--- src/rtl/conditional_logic_pipe_if.sv ---
// Instruction/strobe bundle between the decoder and the conditional-execution unit.
// master drives the instruction fields; slave is the conditional_logic_pipe itself.
interface conditional_logic_pipe_if #(
    parameter int CNT_W = 16
);
    logic             Valid;
    logic [3:0]       Cond;
    logic [3:0]       ALUFlags;
    logic [1:0]       FlagW;
    logic             PCS;
    logic             RegW;
    logic             MemW;
    logic             NoWrite;
    logic             CntClr;
    logic             PCSrc;
    logic             RegWrite;
    logic             MemWrite;
    logic             CondExOut;
    logic [3:0]       Flags;
    logic [CNT_W-1:0] ExecCount;
    logic [CNT_W-1:0] SquashCount;

    modport master (
        output Valid, Cond, ALUFlags, FlagW, PCS, RegW, MemW, NoWrite, CntClr,
        input  PCSrc, RegWrite, MemWrite, CondExOut, Flags, ExecCount, SquashCount
    );

    modport slave (
        input  Valid, Cond, ALUFlags, FlagW, PCS, RegW, MemW, NoWrite, CntClr,
        output PCSrc, RegWrite, MemWrite, CondExOut, Flags, ExecCount, SquashCount
    );
endinterface

--- src/rtl/conditional_logic_pipe.sv ---
// ARM-style conditional-execution unit: NZCV register with split write enables,
// 16-code condition check, gated write strobes and saturating debug counters.
module conditional_logic_pipe #(
    parameter int ACTIVE_LOW = 1,
    parameter int OUT_REG    = 0,
    parameter int CNT_W      = 16
) (
    input logic                  CLK,
    input logic                  RST,
    conditional_logic_pipe_if.slave bus
);
    typedef enum logic [3:0] {
        COND_EQ, COND_NE, COND_CS, COND_CC, COND_MI, COND_PL, COND_VS, COND_VC,
        COND_HI, COND_LS, COND_GE, COND_LT, COND_GT, COND_LE, COND_AL, COND_NV
    } cond_e;

    localparam logic             INACTIVE = (ACTIVE_LOW != 0);
    localparam logic [CNT_W-1:0] CNT_ONE  = CNT_W'(1);
    localparam logic [CNT_W-1:0] CNT_MAX  = '1;

    logic [3:0]       flags_q, flags_d;
    logic [CNT_W-1:0] exec_cnt_q, exec_cnt_d;
    logic [CNT_W-1:0] squash_cnt_q, squash_cnt_d;
    logic             n, z, c, v;
    logic             cond_true;
    logic             cond_ex;
    logic             squash;
    logic [2:0]       strobe_d;

    assign {n, z, c, v} = flags_q;

    always_comb begin
        // NOTE: default first so every path assigns cond_true and no latch is inferred.
        cond_true = 1'b1;
        case (cond_e'(bus.Cond))
            COND_EQ: cond_true = z;
            COND_NE: cond_true = ~z;
            COND_CS: cond_true = c;
            COND_CC: cond_true = ~c;
            COND_MI: cond_true = n;
            COND_PL: cond_true = ~n;
            COND_VS: cond_true = v;
            COND_VC: cond_true = ~v;
            COND_HI: cond_true = c & ~z;
            COND_LS: cond_true = ~c | z;
            COND_GE: cond_true = (n == v);
            COND_LT: cond_true = (n != v);
            COND_GT: cond_true = ~z & (n == v);
            COND_LE: cond_true = z | (n != v);
            COND_AL, COND_NV: cond_true = 1'b1;
        endcase
    end

    // Reset squashes the instruction in flight, including the combinational strobes.
    assign cond_ex  = bus.Valid & cond_true & ~RST;
    assign squash   = bus.Valid & ~cond_true;
    assign strobe_d = {bus.PCS & cond_ex,
                       bus.RegW & cond_ex & ~bus.NoWrite,
                       bus.MemW & cond_ex} ^ {3{INACTIVE}};

    always_comb begin
        flags_d      = flags_q;
        exec_cnt_d   = exec_cnt_q;
        squash_cnt_d = squash_cnt_q;
        if (cond_ex) begin
            if (bus.FlagW[1]) flags_d[3:2] = bus.ALUFlags[3:2];
            if (bus.FlagW[0]) flags_d[1:0] = bus.ALUFlags[1:0];
        end
        if (bus.CntClr) begin
            exec_cnt_d   = '0;
            squash_cnt_d = '0;
        end else begin
            if (cond_ex && exec_cnt_q != CNT_MAX)  exec_cnt_d   = exec_cnt_q + CNT_ONE;
            if (squash && squash_cnt_q != CNT_MAX) squash_cnt_d = squash_cnt_q + CNT_ONE;
        end
    end

    always_ff @(posedge CLK) begin
        // NOTE: RST is synchronous, so it only takes effect on a rising CLK edge.
        if (RST) begin
            // NOTE: non-blocking assignments keep all flops sampling pre-edge values.
            flags_q      <= '0;
            exec_cnt_q   <= '0;
            squash_cnt_q <= '0;
        end else begin
            flags_q      <= flags_d;
            exec_cnt_q   <= exec_cnt_d;
            squash_cnt_q <= squash_cnt_d;
        end
    end

    generate
        if (OUT_REG != 0) begin : g_out_reg
            logic [2:0] strobe_q;
            logic       cond_out_q;

            always_ff @(posedge CLK) begin
                if (RST) begin
                    strobe_q   <= {3{INACTIVE}};
                    cond_out_q <= 1'b0;
                end else begin
                    strobe_q   <= strobe_d;
                    cond_out_q <= cond_ex;
                end
            end

            assign {bus.PCSrc, bus.RegWrite, bus.MemWrite} = strobe_q;
            assign bus.CondExOut = cond_out_q;
        end else begin : g_out_comb
            assign {bus.PCSrc, bus.RegWrite, bus.MemWrite} = strobe_d;
            assign bus.CondExOut = cond_ex;
        end
    endgenerate

    assign bus.Flags       = flags_q;
    assign bus.ExecCount   = exec_cnt_q;
    assign bus.SquashCount = squash_cnt_q;
endmodule
--- src/flat_wrapper.sv ---
// flat-port wrapper written by rule: the top's interface ports become plain ports
module conditional_logic_pipe_flat 
#(
    parameter int ACTIVE_LOW = 1,
    parameter int OUT_REG    = 0,
    parameter int CNT_W      = 16
)
  (CLK, RST, bus_Valid, bus_Cond, bus_ALUFlags, bus_FlagW, bus_PCS, bus_RegW, bus_MemW, bus_NoWrite, bus_CntClr, bus_PCSrc, bus_RegWrite, bus_MemWrite, bus_CondExOut, bus_Flags, bus_ExecCount, bus_SquashCount);
  conditional_logic_pipe_if #(.CNT_W(CNT_W)) bus_i ();
  input logic CLK;
  input logic RST;
  input wire logic [$bits(bus_i.Valid)-1:0] bus_Valid;
  input wire logic [$bits(bus_i.Cond)-1:0] bus_Cond;
  input wire logic [$bits(bus_i.ALUFlags)-1:0] bus_ALUFlags;
  input wire logic [$bits(bus_i.FlagW)-1:0] bus_FlagW;
  input wire logic [$bits(bus_i.PCS)-1:0] bus_PCS;
  input wire logic [$bits(bus_i.RegW)-1:0] bus_RegW;
  input wire logic [$bits(bus_i.MemW)-1:0] bus_MemW;
  input wire logic [$bits(bus_i.NoWrite)-1:0] bus_NoWrite;
  input wire logic [$bits(bus_i.CntClr)-1:0] bus_CntClr;
  output wire logic [$bits(bus_i.PCSrc)-1:0] bus_PCSrc;
  output wire logic [$bits(bus_i.RegWrite)-1:0] bus_RegWrite;
  output wire logic [$bits(bus_i.MemWrite)-1:0] bus_MemWrite;
  output wire logic [$bits(bus_i.CondExOut)-1:0] bus_CondExOut;
  output wire logic [$bits(bus_i.Flags)-1:0] bus_Flags;
  output wire logic [$bits(bus_i.ExecCount)-1:0] bus_ExecCount;
  output wire logic [$bits(bus_i.SquashCount)-1:0] bus_SquashCount;
  assign bus_i.Valid = bus_Valid;
  assign bus_i.Cond = bus_Cond;
  assign bus_i.ALUFlags = bus_ALUFlags;
  assign bus_i.FlagW = bus_FlagW;
  assign bus_i.PCS = bus_PCS;
  assign bus_i.RegW = bus_RegW;
  assign bus_i.MemW = bus_MemW;
  assign bus_i.NoWrite = bus_NoWrite;
  assign bus_i.CntClr = bus_CntClr;
  assign bus_PCSrc = bus_i.PCSrc;
  assign bus_RegWrite = bus_i.RegWrite;
  assign bus_MemWrite = bus_i.MemWrite;
  assign bus_CondExOut = bus_i.CondExOut;
  assign bus_Flags = bus_i.Flags;
  assign bus_ExecCount = bus_i.ExecCount;
  assign bus_SquashCount = bus_i.SquashCount;
  conditional_logic_pipe #(.ACTIVE_LOW(ACTIVE_LOW), .OUT_REG(OUT_REG), .CNT_W(CNT_W)) u_core (.CLK(CLK), .RST(RST), .bus(bus_i));
endmodule
--- config.mk ---
export PLATFORM = sky130hd
export DESIGN_NAME = conditional_logic_pipe_flat
export DESIGN_NICKNAME = d
export VERILOG_FILES = /design/src/rtl/conditional_logic_pipe_if.sv /design/src/rtl/conditional_logic_pipe.sv /design/src/flat_wrapper.sv
export SDC_FILE = /design/constraint.sdc
export NUM_CORES = 1
export LEC_CHECK = 0
export ABC_AREA = 1
export BUFFER_PORTS_ARGS = -buffer_cell sky130_fd_sc_hd__buf_2
export CAP_MARGIN = 30
export CORE_UTILIZATION = 50
export DETAILED_ROUTE_END_ITERATION = 6
export PLACE_DENSITY = 0.71
export SLEW_MARGIN = 20
export SYNTH_ARGS = -nofsm -noshare
export SYNTH_HDL_FRONTEND = slang
export SYNTH_SLANG_ARGS = --single-unit
export TNS_END_PERCENT = 20
--- constraint.sdc ---
create_clock -name CLK -period 2.6 [get_ports CLK]
set_input_delay 0.52 -clock CLK [delete_from_list [all_inputs] [get_ports CLK]]
set_output_delay 0.52 -clock CLK [all_outputs]
set_load 0.005 [all_outputs]
==> results of run 1 <==
## cells in the final DEF (no fill, tap or decap), drive strengths merged, types with 2 or more instances in the layout
cell / Yosys / final
buf: 6 / 63
inv: 50 / 50
nand3: 30 / 30
a21oi: 17 / 17
clkbuf: 6 / 5
ha: 2 / 2
xor2: 8 / 8
xnor2: 7 / 7
nor3: 11 / 11
nor2: 59 / 59
nand2: 117 / 117
dfxtp: 36 / 36
nand4: 35 / 35
nand3b: 2 / 2
## worst max-delay path by stage
stage          slack [ns]           end                              from
2_1_floorplan        0.47  bus_RegWrite                       bus_Cond[1]
3_5_place_dp         0.30  bus_RegWrite                       bus_Cond[2]
3_3_place_gp         0.34  bus_RegWrite                       bus_Cond[2]
6_report             0.23     bus_PCSrc  u_core.bus.Flags[0]$_SDFFE_PP0P_
5_1_grt              0.03     bus_PCSrc  u_core.bus.Flags[0]$_SDFFE_PP0P_
4_1_cts              0.15  bus_RegWrite  u_core.bus.Flags[3]$_SDFFE_PP0P_
## per-stage QoR
step	instance area [sq um]	total power, W	setup WS, ns	cells	hold WS [ns]
CTS	2850	0.00124	0.155	501	0.468
detailed placement	2740	0.000745	0.298	493	0.494
finish	2850	0.00122	0.232	501	0.475
floorplan	2420	0.000694	0.471	390	0.483
global placement	2740	0.000743	0.338	493	0.479
global route	2850	0.00128	0.0264	501	0.486
## state kept, by name, summed over array words and instances (netlist names)
signal,flops
u_core.bus.Flags,4
u_core.bus.ExecCount,16
u_core.bus.SquashCount,16
## area by class of cell
cell class / instances / area, sq um
fill: 469 / 1650
multi-input combinational: 292 / 1440
sequential: 36 / 722
timing repair buffer: 63 / 330
inverter: 50 / 188
clock buffer: 5 / 68.8
tap: 52 / 65.1
clock inverter: 3 / 42.5
## layer usage
metal | GRT usage, % | vias to the layer above
li1 | - | 1375
met1 | 31.1 | 1164
met2 | 43.9 | 52
met3 | 4.36 | 4
met4 | 5.66 | 0
met5 | 0 | -
## report_power, final
part	internal [W]	switching [W]
clock network	0.000284	0.000205
logic	0.0000549	0.000113
registers	0.000556	0.00000662
## cell families (layout without fill, tap and decap cells)
kind of cell | count (synthesis) | count (layout) | share of synthesized area [%]
AOI/OAI and AO/OA | 20 | 20 | 4.35
xor gates and xnor gates | 15 | 15 | 5.44
adders and majority gates | 2 | 2 | 1.04
buffers and inverters | 62 | 121 | 10.7
DFF | 36 | 36 | 29.8
and+or+nand+nor | 255 | 255 | 48.7
## worst max-delay path, cell delays in order (launching register included)
cell	delay [ns]
dfxtp_1	0.41
inv_2	0.08
nand2_1	0.08
nand2_1	0.08
nand2_1	0.08
nand3_1	0.10
nand2_1	0.10
nor2_2	0.04
nand2_2	0.09
nand2_4	0.05
nor3_2	0.20
nand2_1	0.09
buf_2	0.14
## timing repair
item | 4_1_cts | 5_1_grt
endpoints found under the hold margin | 0 | 0
endpoints found under the setup margin | 0 | 3
gates resized for setup | 0 | 1
==> results.py, run 1 <==
metrics = {
    "sta": {
        "final.min_clock_period_ns": 2.37,
        "slew_violations": 0,
        "tightest_slew_ns": 0.384,
        "fin_tns_setup_ns": 0,
        "fmax_mhz": 422,
        "post-route-period-util_pct": 91.1,
        "skew_ns": 0.00666,
        "setup_viol": 0,
        "rsz0062_at_grt": "false",
        "relSlewSlack_pct": 74.3,
        "hold_violations": 0,
    },
    "synthesis": {
        "yosysWarnings": 0,
        "netlist_instances": 390,
        "syn_avg_cell_area_sq_um": 6.20,
        "seq_area_frac_synth_pct": 29.8,
        "ys_seq_elements": 36,
        "ys.flop_type": "dfxtp_1",
        "ys_types": 29,
        "synth.top_cell.area_share_pct": 29.8,
        "synthTopCellsByCount": "nand2_1, nor2_1, inv_1",
        "async_flop_share_pct": 0,
        "yosysMostFrequentCell": "nand2_1",
        "syn_area_sq_mm": 0.00242,
        "synth.net_count": 410,
        "synth_area_leader_cell": "dfxtp_1",
        "synth-edff-count": 0,
        "synthTopCellsByArea": "dfxtp_1, nand2_1, nand4_1",
    },
    "hold_path": {
        "min_to": "u_core.bus.Flags[1]$_SDFFE_PP0P_",
        "min-delay-start": "bus_ALUFlags[1]",
        "min_path_type": "input port to flip-flop",
        "worstHoldPathCells": 3,
    },
    "route": {
        "via_count": 2595,
        "wl_met1_microns": 2710,
        "drc": 0,
        "vias_per_cell": 5.18,
        "met2_wirelength_microns": 2920,
        "drt-initial-drc-count": 128,
        "ant_nets": 0,
        "first_pass_iters": 4,
        "wl_met3_microns": 196,
        "wl_per_cell_microns": 11.7,
        "topRoutingLayerUsed": "met4",
        "drt-total-wl_microns": 5860,
    },
    "global_route": {
        "grt_overflow": 0,
        "grt_max_degree": 28,
        "antenna_found_initial": 0,
        "first_global_vias": 2310,
        "grt_usage_pct": 24.6,
        "grt_pass1_wl_microns": 10200,
    },
    "clock_tree": {
        "clockRootBuffer": "clkbuf_8",
        "cts_tree": "yes",
        "clk_latency_ns": 0.29,
        "post_cts_buffers": 0,
        "ctsHoldBuffers": 0,
        "numCtsBuffers": 5,
        "cts_buffer_depth": 2,
        "h-tree-depth": 2,
        "cts.clk_slew.worst_paths_ns": 0.07,
        "cts.sinks": 36,
    },
    "setup_path": {
        "cp.arrival_ns": 1.85,
        "critical_path.endpoint_type": "primary output",
        "ff2ff_path_depth": 10,
        "reg2reg_slack_ns": 0.55,
        "critPathKind": "flip-flop to primary output",
        "worstPathRequired_ns": 2.08,
        "start_kind": "flip-flop",
        "r2r_end": "u_core.bus.ExecCount[13]$_SDFFE_PP0P_",
        "cp_max_fo": 5,
        "reg2reg_from": "u_core.bus.ExecCount[0]$_SDFFE_PP0P_",
    },
    "cells_and_area": {
        "drive_gt1_share_pct": 20.3,
        "post-route-util_pct": 63.4,
        "n_antenna_cell": 0,
        "syn_to_final_growth_pct": 18.1,
        "finalNetCount": 468,
    },
    "flow_run": {
        "cap_violations": 0,
    },
    "die": {
        "die_w_microns": 71.5,
        "core_sq_mm": 0.00450,
        "fp-row-count": 24,
        "die-area_sq_mm": 0.00511,
        "die_h_microns": 71.5,
        "initial_core_util_pct": 53.6,
        "boundaryPins": 58,
    },
    "outcome": {
        "outcome": "finished clean",
    },
    "placement": {
        "io_buffers": 57,
        "hpwlAfterDp_microns": 4400,
        "gp_congestion": 0.916,
    },
    "power": {
        "power_density_mw_per_mm2": 427,
        "leakage_nw": 1.42,
        "vdd_drop_max_v": 0.000212,
    },
}
No activity file was read; power rests on OpenSTA's default activity.
==> inputs of run 2 (changes only) <==
--- a/config.mk
+++ b/config.mk
@@ -5,12 +5,12 @@
 export SDC_FILE = /design/constraint.sdc
 export NUM_CORES = 1
 export LEC_CHECK = 0
-export ABC_AREA = 1
 export BUFFER_PORTS_ARGS = -buffer_cell sky130_fd_sc_hd__buf_2
 export CAP_MARGIN = 30
+export CORE_ASPECT_RATIO = 2
 export CORE_UTILIZATION = 50
 export DETAILED_ROUTE_END_ITERATION = 6
-export PLACE_DENSITY = 0.71
+export PLACE_DENSITY = 0.73
 export SLEW_MARGIN = 20
 export SYNTH_ARGS = -nofsm -noshare
 export SYNTH_HDL_FRONTEND = slang
==> run 2 against run 1 <==
Compared with the run above: critical path depth decreased by 4; clock-buffer cell count unchanged; synthesized cell count shrank 35%; power shrank 3.1%; hold slack got worse by 0.0091 ns; clock power rose by 3%; register-to-register slack worse by 0.22 ns; worst setup slack lost 0.054 ns; combinational power shrank 27%; clock skew about the same; critical path type is now input port to primary output; critical endpoint is now bus_RegWrite; largest cell class unchanged; largest power group unchanged.
==> results.py, run 2 <==
metrics = {
    "outcome": {
        "outcome": "finished clean",
    },
    "sta": {
        "fmax_mhz": 413,
        "worst_slack_ns": 0.179,
        "relSlewSlack_pct": 46.1,
        "hold_violations": 0,
        "fin_tns_setup_ns": 0,
        "rsz0062_at_grt": "false",
        "post-route-period-util_pct": 93.1,
        "skew_ns": 0.00653,
        "tightest_slew_ns": 0.806,
        "setup_viol": 0,
        "final.min_clock_period_ns": 2.42,
        "slew_violations": 0,
    },
    "synthesis": {
        "seq_area_frac_synth_pct": 35.6,
        "synth.net_count": 273,
        "yosysWarnings": 0,
        "ys.flop_type": "dfxtp_1",
        "ys_seq_elements": 36,
        "synth-edff-count": 0,
        "synth_area_leader_cell": "dfxtp_1",
        "netlist_instances": 253,
        "yosysMostFrequentCell": "dfxtp_1",
        "syn_area_sq_mm": 0.00202,
        "synthTopCellsByCount": "dfxtp_1, nand2_1, a21oi_1",
        "synthTopCellsByArea": "dfxtp_1, a21oi_1, nand3_1",
        "ys_types": 49,
        "syn_avg_cell_area_sq_um": 8.00,
        "async_flop_share_pct": 0,
        "synth.top_cell.area_share_pct": 35.6,
    },
    "route": {
        "first_pass_iters": 4,
        "drt-initial-drc-count": 42,
        "vias_per_cell": 5.74,
        "drc": 0,
        "drt-total-wl_microns": 4820,
        "ant_nets": 0,
        "wl_per_cell_microns": 13.1,
        "via_count": 2112,
    },
    "clock_tree": {
        "clockRootBuffer": "clkbuf_8",
        "clk_latency_ns": 0.29,
        "cts_buffer_depth": 2,
        "cts.clk_slew.worst_paths_ns": 0.07,
        "cts.sinks": 36,
        "h-tree-depth": 2,
        "cts_tree": "yes",
        "numCtsBuffers": 5,
    },
    "power": {
        "p_seq_share_pct": 47.3,
        "clock_power_share_pct": 42.4,
        "leakage_nw": 1.06,
        "power_density_mw_per_mm2": 471,
        "intPower_w": 0.000888,
        "netSwitchingFraction_pct": 24.9,
        "pwr-share-comb_pct": 10.3,
        "vdd_drop_max_v": 0.000484,
        "p_switching_w": 0.000294,
    },
    "setup_path": {
        "critPathMostFrequentCell": "buf_2",
        "critPathMaxStageDelay_ns": 0.31,
        "critPathKind": "input port to primary output",
        "cpLargestDelayFamily": "compound AO/OA/AOI/OAI gates",
        "path_buf_inv": 2,
        "cp_slowest_cell": "a311oi_2",
        "cp_max_fo": 12,
        "worstPathRequired_ns": 2.08,
        "critical_path.endpoint_type": "primary output",
        "crit_chain": "buf_2 > and4bb_1 > mux2i_1 > a311oi_2 > nor2_2 > a21oi_2 > nand3b_1 > buf_2",
        "start_kind": "input port",
        "cp.arrival_ns": 1.90,
    },
    "global_route": {
        "antenna_found_initial": 0,
        "first_global_vias": 1912,
        "grt_max_degree": 19,
        "grt_pass1_wl_microns": 7960,
        "grt_usage_pct": 24.7,
        "grt_overflow": 0,
    },
    "placement": {
        "gp_congestion": 0.835,
        "dp.cells": 360,
        "hpwlAfterDp_microns": 3680,
        "place_ws_ns": 0.0160,
        "io_buffers": 57,
    },
    "die": {
        "die_h_microns": 92.0,
        "core_sq_mm": 0.00384,
        "boundaryPins": 58,
        "fp-row-count": 32,
        "initial_core_util_pct": 52.6,
        "die-area_sq_mm": 0.00432,
        "die_w_microns": 47.0,
    },
    "cells_and_area": {
        "final_cell_mix": "buf_2, dfxtp_1, nand2_1",
        "final_cells": 368,
        "n_antenna_cell": 0,
        "finalNetCount": 336,
        "drive_gt1_share_pct": 28.4,
        "layout_commonest_cell": "buf_2",
        "syn_to_final_growth_pct": 24.1,
    },
    "hold_path": {
        "min_path_type": "input port to flip-flop",
    },
    "flow_run": {
        "cap_violations": 0,
    },
}
==> run 2: changes by cell type after synthesis, sizes merged, moves of 5 or more <==
cell	before	now
nand2	117	25
inv	50	3
nor2	59	20
nand4	35	4
o21ai	1	13
or3	0	12
and3	0	11
nand3	30	20
a21oi	17	24
mux2i	0	7
nor3	11	6
==> run 2: logic make-up (layout without fill, tap and decap cells) <==
logic type                 Yosys count  in the layout  synth area share, %
and+or+nand+nor                    121            121                 32.0
AOI/OAI and AO/OA                   64             64                 20.3
DFF                                 36             36                 35.6
buffers and inverters               15             79                 3.52
xor gates and xnor gates             8              8                 3.83
muxes                                7              7                 3.46
adders and majority gates            2              2                 1.24
==> run 2: tightest hold or removal path: cells and delay by family <==
kind	cells	cell delay (ns)
muxes	1	0.05
and+or+nand+nor	1	0.07
buffers and inverters	1	0.07
==> run 2: stage by stage <==
step / hold slack [ns] / total power [W] / instance area (sq um) / utilization, %
final: 0.465 / 0.00118 / 2510 / 65.3
after global routing: 0.464 / 0.00123 / 2510 / 65.3
after CTS: 0.462 / 0.00119 / 2510 / 65.2
after detailed placement: 0.488 / 0.000693 / 2390 / 62.3
after global placement: 0.480 / 0.000691 / 2390 / 62.3
after floorplan: 0.482 / 0.000647 / 2020 / -
==> run 2: path summary, 6_finish.rpt <==
path,end,slack [ns],startpoint,cells after the start
setup / recovery,bus_RegWrite,0.18,bus_Cond[0],8
hold reg to reg,u_core.bus.ExecCount[10]$_SDFFE_PP0P_,0.50,u_core.bus.ExecCount[10]$_SDFFE_PP0P_,2
hold / removal,u_core.bus.Flags[3]$_SDFFE_PP0P_,0.47,bus_ALUFlags[3],3
setup reg to reg,u_core.bus.ExecCount[3]$_SDFFE_PP0P_,0.33,u_core.bus.Flags[2]$_SDFFE_PP0P_,7
==> run 2: power groups by stage <==
stage | Clock [W] | Combinational, W | Sequential (W)
6_report | 0.000501 | 0.000122 | 0.000559
3_3_place_gp | 0 | 0.000119 | 0.000572
4_1_cts | 0.000510 | 0.000121 | 0.000559
5_1_grt | 0.000538 | 0.000135 | 0.000560
2_1_floorplan | 0 | 0.0000764 | 0.000571
3_5_place_dp | 0 | 0.000121 | 0.000572
==> run 2: repair_timing <==
item,CTS,global route
buffers inserted,0,0
hold buffers,0,0
setup endpoints to repair,0,4
resized for setup,0,2
==> run 2: per-layer routing <==
layer | GRT usage [%] | wire, microns | vias to the layer above
met3 | 4.72 | 179 | 16
met4 | 15.2 | 191 | 0
li1 | - | - | 1056
met1 | 23.9 | 1800 | 983
met5 | 0 | 0 | -
met2 | 43.8 | 2650 | 57
==> run 2: area by class of cell <==
class	instances	area (sq um)
fillers	373	1330
multi-input cells	202	1230
flip-flops and latches	36	722
repair buffers	68	368
clock buffers	5	68.8
well taps	51	63.8
clock inverters	3	42.5
inverters	3	11.3
==> inputs of run 3 (changes only) <==
--- a/config.mk
+++ b/config.mk
@@ -11,6 +11,7 @@
 export CORE_UTILIZATION = 50
 export DETAILED_ROUTE_END_ITERATION = 6
 export PLACE_DENSITY = 0.73
+export SETUP_SLACK_MARGIN = 0.05
 export SLEW_MARGIN = 20
 export SYNTH_ARGS = -nofsm -noshare
 export SYNTH_HDL_FRONTEND = slang
==> constraint.sdc (replaced) <==
create_clock -name CLK -period 2.6 [get_ports CLK]
set_input_delay 0.39 -clock CLK [delete_from_list [all_inputs] [get_ports CLK]]
set_output_delay 0.39 -clock CLK [all_outputs]
set_load 0.005 [all_outputs]
==> run 3 against run 2 <==
Compared with the run above: register-to-register slack hardly changed; clock skew is 0.0046 ns lower; fmax is 3.7% higher; combinational power hardly changed; clock power is 8.6% higher; largest cell class unchanged; largest power group unchanged.
==> results.py, run 3 (synthesis gave the netlist of run 2 again) <==
metrics = {
    "outcome": {
        "outcome": "finished clean",
    },
    "die": {
        "initial_core_util_pct": 52.6,
        "die_h_microns": 92.0,
        "die_w_microns": 47.0,
        "fp-row-count": 32,
        "boundaryPins": 58,
        "core_sq_mm": 0.00384,
        "die-area_sq_mm": 0.00432,
    },
    "cells_and_area": {
        "n_antenna_cell": 0,
        "finalNetCount": 333,
        "final_cell_area_sq_mm": 0.00251,
        "regArea_sq_um": 723,
        "post-route-util_pct": 65.3,
        "syn_to_final_growth_pct": 24.1,
        "final_cell_mix": "buf_2, dfxtp_1, nand2_1",
        "drive_gt1_share_pct": 28.3,
        "layout_commonest_cell": "buf_2",
        "multi_input_area_sq_mm": 0.00124,
        "nFillCells": 370,
    },
    "sta": {
        "slew_violations": 0,
        "fin_tns_setup_ns": 0,
        "hold_violations": 0,
        "rsz0062_at_grt": "false",
        "skew_ns": 0.00198,
        "final.min_clock_period_ns": 2.34,
        "relSlewSlack_pct": 53.5,
        "post-route-period-util_pct": 89.8,
        "tightest_slew_ns": 0.695,
        "fmax_mhz": 428,
        "setup_viol": 0,
        "whs_ns": 0.339,
    },
    "power": {
        "total_power_w": 0.00122,
        "vdd_drop_max_v": 0.000323,
        "leakage_nw": 1.05,
        "power_density_mw_per_mm2": 487,
    },
    "clock_tree": {
        "numCtsBuffers": 5,
        "post_cts_buffers": 0,
        "clockRootBuffer": "clkbuf_8",
        "cts_tree": "yes",
        "cts.clk_slew.worst_paths_ns": 0.07,
        "cts_buffer_depth": 2,
        "clk_latency_ns": 0.29,
        "ctsHoldBuffers": 0,
        "cts.sinks": 36,
        "h-tree-depth": 2,
    },
    "setup_path": {
        "path_buf_inv": 2,
        "cp_max_fo": 8,
        "worstPathRequired_ns": 2.21,
        "start_kind": "flip-flop",
        "crit_chain": "and4bb_1 > mux2i_1 > a311oi_2 > nor2_2 > buf_4 > a21oi_2 > nand3b_1 > buf_2",
        "cp_slowest_cell": "dfxtp_1",
        "reg2reg_from": "u_core.bus.Flags[2]$_SDFFE_PP0P_",
        "reg2reg_slack_ns": 0.34,
        "critPathLaunch": "u_core.bus.Flags[2]$_SDFFE_PP0P_",
        "cp.arrival_ns": 1.95,
        "critical_path.endpoint_type": "primary output",
        "critPathKind": "flip-flop to primary output",
        "critPathMaxStageDelay_ns": 0.38,
        "cpLargestDelayFamily": "compound AO/OA/AOI/OAI gates",
    },
    "route": {
        "drc": 0,
        "ant_nets": 0,
        "first_pass_iters": 6,
        "drt-initial-drc-count": 52,
        "drt-total-wl_microns": 4980,
        "wl_per_cell_microns": 13.6,
        "vias_per_cell": 5.68,
        "via_count": 2073,
    },
    "global_route": {
        "antenna_found_initial": 0,
        "first_global_vias": 1874,
        "grt_overflow": 0,
        "grt_max_degree": 19,
        "grt_pass1_wl_microns": 8070,
        "grt_usage_pct": 25.2,
    },
    "flow_run": {
        "cap_violations": 0,
    },
    "hold_path": {
        "min-delay-start": "bus_ALUFlags[3]",
        "min_path_type": "input port to flip-flop",
    },
    "placement": {
        "gp_congestion": 0.804,
        "hpwlAfterDp_microns": 3730,
        "place_area_sq_mm": 0.00237,
        "io_buffers": 57,
    },
}
run 3: layout make-up:
type | count | area share (%)
clock buffers | 7 | 3.84
clock inverters | 1 | 1.20
inverters | 3 | 0.448
multi-input cells | 202 | 49.4
flip-flops and latches | 36 | 28.8
well taps | 51 | 2.54
repair buffers | 65 | 13.8
run 3: worst reg2reg max path, delay by kind of cell, from the launching register on:
kind	cells	cell delay, ns
flip-flops	1	0.45
AND/OR/NAND/NOR	5	1.45
AO/OA/AOI/OAI	1	0.14
multiplexers	1	0.15
run 3: routing by layer:
layer  vias up  track usage [%]  part of all wire (%)
met5         -                0                     0
met4         0             13.6                   3.0
met3        12             5.71                   4.1
met2        60             43.8                    54
met1       950             25.6                    39
li1       1051                -                     -
run 3: power breakdown:
part | internal [W] | switching (W) | total (W)
clock network | 0.000339 | 0.000205 | 0.000544
logic | 0.0000469 | 0.0000719 | 0.000119
registers | 0.000554 | 0.00000522 | 0.000559
run 3: stage by stage:
stage | setup slack (ns) | cells
finish | 0.264 | 365
global route | 0.0801 | 365
global placement | 0.243 | 357
floorplan | 0.441 | 253
detailed placement | 0.190 | 357
CTS | 0.0697 | 365
run 3: what timing repair did:
| action | 4_1_cts | 5_1_grt |
|---|---|---|
| resized for setup | 0 | 4 |
| endpoints found under the hold margin | 0 | 0 |
| setup endpoints to repair | 0 | 5 |
run 3: worst paths after layout:
check / endpoint / cells after the start
setup / recovery: bus_RegWrite / 8
hold reg to reg: u_core.bus.SquashCount[1]$_SDFFE_PP0P_ / 2
hold / removal: u_core.bus.Flags[3]$_SDFFE_PP0P_ / 3
setup reg to reg: u_core.bus.SquashCount[3]$_SDFFE_PP0P_ / 7
